==> config.mk <==
export PLATFORM = sky130hd
export DESIGN_NAME = mem_arbiter
export DESIGN_NICKNAME = d
export VERILOG_FILES = /design/src/rtl/mem_arbiter_pkg.sv /design/src/rtl/mem_arbiter_rr_arbiter2.sv /design/src/rtl/mem_arbiter.sv
export SDC_FILE = /design/constraint.sdc
export NUM_CORES = 1
export LEC_CHECK = 0
export ABC_AREA = 0
export CORE_MARGIN = 4
export CORE_UTILIZATION = 42
export CTS_CLUSTER_SIZE = 12
export DETAILED_ROUTE_END_ITERATION = 7
export PLACE_DENSITY = 0.82
export SLEW_MARGIN = 20
export SYNTH_ARGS = -nofsm -noshare
export SYNTH_HDL_FRONTEND = slang
export SYNTH_SLANG_ARGS = --single-unit
==> constraint.sdc <==
create_clock -name clock -period 1.8 [get_ports clock]
set_input_delay 0.45 -clock clock [delete_from_list [all_inputs] [get_ports clock]]
set_output_delay 0.45 -clock clock [all_outputs]
set_load 0.01 [all_outputs]
==> src/rtl/mem_arbiter_pkg.sv <==
// Shared definitions for the two-port memory arbiter.
//   arb_state_t     : arbiter FSM states (IDLE, BUSY, DONE)
//   port_sel_t      : requester select, CPU=0, IO=1
//   TIMEOUT_DEFAULT : BUSY cycles waited for memReady before aborting
//   WIDTH_DEFAULT   : address/data width
//   other_port()    : the requester that is not the given one
package mem_arbiter_pkg;

   localparam int TIMEOUT_DEFAULT = 15;
   localparam int WIDTH_DEFAULT   = 36;

   typedef enum logic [1:0] {
      ST_IDLE = 2'd0,
      ST_BUSY = 2'd1,
      ST_DONE = 2'd2
   } arb_state_t;

   typedef enum logic {
      PORT_CPU = 1'b0,
      PORT_IO  = 1'b1
   } port_sel_t;

   function automatic port_sel_t other_port(input port_sel_t p);
      return (p == PORT_CPU) ? PORT_IO : PORT_CPU;
   endfunction

endpackage

==> src/rtl/mem_arbiter_rr_arbiter2.sv <==
// Two-requester round-robin grant decision (purely combinational).
//   req_cpu_i, req_io_i : pending requests
//   last_grant_i        : requester granted most recently
//   gnt_valid_o         : at least one request is pending
//   gnt_idx_o           : requester to grant; on a tie, the one not granted last
module rr_arbiter2
   import mem_arbiter_pkg::*;
(
   input  logic      req_cpu_i,
   input  logic      req_io_i,
   input  port_sel_t last_grant_i,
   output logic      gnt_valid_o,
   output port_sel_t gnt_idx_o
);

   always_comb begin
      gnt_valid_o = req_cpu_i | req_io_i;
      gnt_idx_o   = PORT_CPU;
      if (req_cpu_i && req_io_i) begin
         gnt_idx_o = other_port(last_grant_i);
      end else if (req_io_i) begin
         gnt_idx_o = PORT_IO;
      end
   end

endmodule

==> src/rtl/mem_arbiter.sv <==
// Arbitrates a CPU memory-stage port and an IO/loader port onto a single
// memory request channel, one transaction outstanding at a time.
//   clock, reset                      : rising-edge clock, async active-low reset
//   cpuReq/cpuWrite/cpuAddress/...    : CPU request; cpuReadData/cpuDone response
//   stallM                            : cpuReq AND NOT cpuDone
//   ioReq/ioWrite/ioAddress/...       : IO request; ioReadData/ioDone response
//   memValid/memWrite/memAddress/...  : memory request, held stable while BUSY
//   memReady, memReadData             : memory completion and read data
//   errorTimeout                      : sticky, set by any aborted transaction
//   dbgState                          : current FSM state for observation
//
// Handshake: a requester raises req with its operands and holds them until
// its Done pulse; the arbiter samples operands only at grant. On the memory
// side memValid stays high for the whole BUSY period and the transaction
// completes on the first cycle memReady is seen high (memReadData is taken in
// that same cycle); memReady outside BUSY has no effect.
module mem_arbiter
   import mem_arbiter_pkg::*;
#(
   parameter int WIDTH   = WIDTH_DEFAULT,
   parameter int TIMEOUT = TIMEOUT_DEFAULT
) (
   input  logic             clock,
   input  logic             reset,
   input  logic             cpuReq,
   input  logic             cpuWrite,
   input  logic [WIDTH-1:0] cpuAddress,
   input  logic [WIDTH-1:0] cpuWriteData,
   output logic [WIDTH-1:0] cpuReadData,
   output logic             cpuDone,
   output logic             stallM,
   input  logic             ioReq,
   input  logic             ioWrite,
   input  logic [WIDTH-1:0] ioAddress,
   input  logic [WIDTH-1:0] ioWriteData,
   output logic [WIDTH-1:0] ioReadData,
   output logic             ioDone,
   output logic             memValid,
   output logic             memWrite,
   output logic [WIDTH-1:0] memAddress,
   output logic [WIDTH-1:0] memWriteData,
   input  logic             memReady,
   input  logic [WIDTH-1:0] memReadData,
   output logic             errorTimeout,
   output arb_state_t       dbgState
);

   localparam int CW = $clog2(TIMEOUT + 1);

   arb_state_t       state_q;
   port_sel_t        last_grant_q;
   port_sel_t        grant_q;
   logic [CW-1:0]    cnt_q;
   logic             mem_valid_q;
   logic             mem_write_q;
   logic [WIDTH-1:0] mem_addr_q;
   logic [WIDTH-1:0] mem_wdata_q;
   logic [WIDTH-1:0] cpu_rdata_q;
   logic [WIDTH-1:0] io_rdata_q;
   logic             cpu_done_q;
   logic             io_done_q;
   logic             err_q;

   // Next grant, evaluated every cycle but only acted upon in IDLE.
   logic             gnt_valid_d;
   port_sel_t        gnt_sel_d;

   rr_arbiter2 u_rr (
      .req_cpu_i    (cpuReq),
      .req_io_i     (ioReq),
      .last_grant_i (last_grant_q),
      .gnt_valid_o  (gnt_valid_d),
      .gnt_idx_o    (gnt_sel_d)
   );

   always_ff @(posedge clock or negedge reset) begin
      if (!reset) begin
         state_q      <= ST_IDLE;
         last_grant_q <= PORT_IO;   // makes the first tie go to the CPU
         grant_q      <= PORT_CPU;
         cnt_q        <= '0;
         mem_valid_q  <= 1'b0;
         mem_write_q  <= 1'b0;
         mem_addr_q   <= '0;
         mem_wdata_q  <= '0;
         cpu_rdata_q  <= '0;
         io_rdata_q   <= '0;
         cpu_done_q   <= 1'b0;
         io_done_q    <= 1'b0;
         err_q        <= 1'b0;
      end else begin
         // Done is a single-cycle pulse: raised on entry to DONE only.
         cpu_done_q <= 1'b0;
         io_done_q  <= 1'b0;
         unique case (state_q)
            ST_IDLE: begin
               if (gnt_valid_d) begin
                  grant_q      <= gnt_sel_d;
                  last_grant_q <= gnt_sel_d;
                  cnt_q        <= '0;
                  mem_valid_q  <= 1'b1;
                  if (gnt_sel_d == PORT_IO) begin
                     mem_write_q <= ioWrite;
                     mem_addr_q  <= ioAddress;
                     mem_wdata_q <= ioWriteData;
                  end else begin
                     mem_write_q <= cpuWrite;
                     mem_addr_q  <= cpuAddress;
                     mem_wdata_q <= cpuWriteData;
                  end
                  state_q <= ST_BUSY;
               end
            end
            ST_BUSY: begin
               if (memReady || (cnt_q == CW'(TIMEOUT - 1))) begin
                  // Completion or abort: both leave BUSY and pulse Done.
                  if (memReady) begin
                     if (!mem_write_q) begin
                        if (grant_q == PORT_IO) io_rdata_q  <= memReadData;
                        else                    cpu_rdata_q <= memReadData;
                     end
                  end else begin
                     if (grant_q == PORT_IO) io_rdata_q  <= '0;
                     else                    cpu_rdata_q <= '0;
                     err_q <= 1'b1;
                  end
                  if (grant_q == PORT_IO) io_done_q  <= 1'b1;
                  else                    cpu_done_q <= 1'b1;
                  mem_valid_q <= 1'b0;
                  state_q     <= ST_DONE;
               end else begin
                  cnt_q <= cnt_q + 1'b1;
               end
            end
            ST_DONE: begin
               state_q <= ST_IDLE;
            end
            default: begin
               state_q <= ST_IDLE;
            end
         endcase
      end
   end

   assign memValid     = mem_valid_q;
   assign memWrite     = mem_write_q;
   assign memAddress   = mem_addr_q;
   assign memWriteData = mem_wdata_q;
   assign cpuReadData  = cpu_rdata_q;
   assign ioReadData   = io_rdata_q;
   assign cpuDone      = cpu_done_q;
   assign ioDone       = io_done_q;
   assign errorTimeout = err_q;
   assign dbgState     = state_q;
   assign stallM       = cpuReq & ~cpu_done_q;

endmodule

==> results.md <==
* Max_cap viols at 0
* Crit end category: flip-flop
* Cell area after synthesis at 0.00728 mm^2
* Clk slew on worst S/H paths at 70 ps
* Clk_skew at 9.16 ps
* Fmax at about 570 MHz
* DR vias at 5662
* First-pass GRT wire length at 35000 um
* Area delta synth->final at 63.2%
* ANT cells at 0
* Vias in the first global route at 6249
* Min Hold Slack at 6.83 ps
* Clock Sinks at roughly 160
* Most used DFF post-synth: dfrtp_1
* Drt pass-1 iters at 5
* GR Util met2 at 0.391
* Met1 usage in global routing at 0.264
* Die W at 140 um
* DRC viols at 0
* Unique masters post-synth at 40
* Ranking of synthesized cells by area: dfrtp_1 (54%), mux2_4 (22%), a32o_1 (9.6%), mux2_2 (6.0%), buf_6 (1.4%)
* Avg Cell Area, Syn at 15.9 um^2
* Post-synth EDFFs at 0
* Leading area contributor after synthesis: dfrtp_1
* Async SR Flop Fraction at 1.00
* Largest net degree at the start of global routing at 100
* Share of the synthesized area in the top cell type at 0.536
* CTS tree: built
* Final net count at 1015
* Vias per inst at 5.35
* Final period util at 0.981
* HPWL after DPL at 16400 um
* Crit-path slowest cell: dfstp_2
* Finished Core Util at 0.709
* Crit Path Class: flip-flop to flip-flop
* Max stage delay on crit path at 570 ps
* Met3 track demand over resource at 0.0607
* Crit Path Max Fanout at 9
* Finished Cell Area at 0.0119 mm^2
* WP data required at around 2100 ps
* Most frequent CP cell: mux2_4
* IO buf count at 338
* Layout cell share with drive strength beyond 1 at 0.279
* GP Congestion at 0.898
* Die area at 0.0195 mm^2
* P_leak at between 6 and 7 nW
* Maximum VDD drop at 0.762 mV
* Final worst slack at approximately 34 ps
* Startpoint types: flip-flop
* Crit path launch: last_grant_q
* Final WL at 22700 um
* Status: completed
* Initial Util at 0.434
* H-tree levels at 4
* Seq/Total Area, Yosys at 0.540
* Root Driver: clkbuf_16
* Final min period at ~1800 ps
* Cell count after synthesis at 459
* Worst-Skew Late Latency at 420 ps
* Most frequent cells in the layout: clkdlybuf4s50_1 (187), dfrtp_1 (156), mux2_4 (107), dlygate4sd2_1 (80), a32o_1 (70)
* GRT busiest layer: met2
* Most common cell after layout, fill and taps aside: clkdlybuf4s50_1
* Pre-CTS setup slack at -471 ps
* Initial antenna violation count at 0
* I/O pins at 339
* Slew Limit Headroom at 0.645
* Placed cell area at 0.0111 mm^2
* TritonCTS Buffers at 17
* Clock Path Buffers at 2
* Gr usage total at 0.225
* Slack of the worst reg-to-reg path at roughly 34 ps
* R2R cell count at 6
* CTS Hold Bufs at 0
* Final setup fails at 0
* Core box area at about 0.017 mm^2
* Syn. warnings at 0
* 1st-iter DRT viols at 306
* Post-route ant nets at 0
* Seq cells post-synth at 157
* Worst EP arrival at 2060 ps
* Critical path, cell by cell: a21boi_4 > buf_12 > clkbuf_16 > buf_4 > mux2_4 > mux2_4
* Pwr per Cell Area at 1540 mW/mm^2
* Hold Fails Final Rpt at 0
* GRT overflow at 0
* Post-synthesis net count at 648
* HP Class: primary input to async pin
* Routed WL per cell at 21.4 um
* Cell Rows at 47
* Worst-margin pin slew at 532 ps
* Critical R2R Launch: last_grant_q
* Capture point of the worst reg-to-reg path: memAddress[20]
* Die H at ~140 um
* Pins over their slew limit at 0
worst max path at each step:
stage	end	depth (start not counted)	slack (ps)
after global placement	stallM	3	-430
after CTS	cpuReadData[20]	1	0.08
after global routing	memWriteData[28]	1	-8
after detailed placement	memAddress[35]	5	-470
after floorplan	memAddress[10]	5	150
final	memAddress[20]	6	30
final cells by class:
cell class	count	area, um^2
flip-flops and latches	157	3930
repair buffers	384	3980
clock inverters	15	166
inverters	5	18.8
fillers	1106	4880
clock buffers	17	425
well taps	220	275
multi-input cells	261	3080
where the power goes:
group	switching [mW]	leakage, nW	internal, mW
combinational	3.57	3.86	5.09
sequential	0.930	1.93	5.19
clock	1.67	0.284	1.87
total	6.17	6.08	12.1
layer usage:
metal	wire length, um	up-vias
li1	-	2504
met1	8640	2841
met2	11700	270
met3	1550	47
met4	751	0
met5	0	-
critical path: cells and delay by family (launching register included):
| kind | cells | cell delay, ps |
|---|---|---|
| flops | 1 | 570 |
| mux | 2 | 560 |
| buf+inv | 3 | 460 |
| compound gates | 1 | 70 |
cell families (layout without fill, tap and decap cells):
| family | after synthesis | in the layout | share of synthesized area |
|---|---|---|---|
| simple gates | 27 | 27 | 0.0236 |
| flops | 157 | 157 | 0.540 |
| buf+inv | 41 | 421 | 0.0394 |
| fa+ha+maj | 2 | 2 | 0.00344 |
| mux | 147 | 147 | 0.282 |
| compound gates | 85 | 85 | 0.111 |
registers in the layout, summed over array words and instances, names as in the netlist:
name and cells:
memWriteData 36, cpuReadData 36, memAddress 36, memValid 1
cpuDone 1, grant_q 1, errorTimeout 1, ioReadData 36
dbgState 2, cnt_q 4, ioDone 1, memWrite 1
last_grant_q 1
through the flow:
| stage | std cells | TNS [ps] | total power [mW] |
|---|---|---|---|
| after floorplan | 459 | 0 | 10.6 |
| after global placement | 1023 | -29530 | 15.2 |
| after detailed placement | 1023 | -32160 | 15.6 |
| after CTS | 1055 | 0 | 18.6 |
| after global routing | 1059 | -9.90 | 19.3 |
| final | 1059 | 0 | 18.3 |
synthesized netlist by cell type, types with 2 or more instances:
master	n
dfrtp_1	156
mux2_4	107
a32o_1	70
mux2_2	39
clkbuf_1	13
buf_6	9
buf_2	7
inv_1	5
nand2_1	5
nor2_1	5
buf_8	4
buf_4	3
nand2b_1	3
a22o_1	2
ha_1	2
nand4_2	2
o21ai_0	2
o221ai_1	2
or2_1	2
timing repair:
action,4_1_cts,5_1_grt
setup endpoints to repair,98,100
gates cloned,0,2
buffers inserted,0,2
gates resized for setup,80,74
Power figures use the tool's default switching activity.
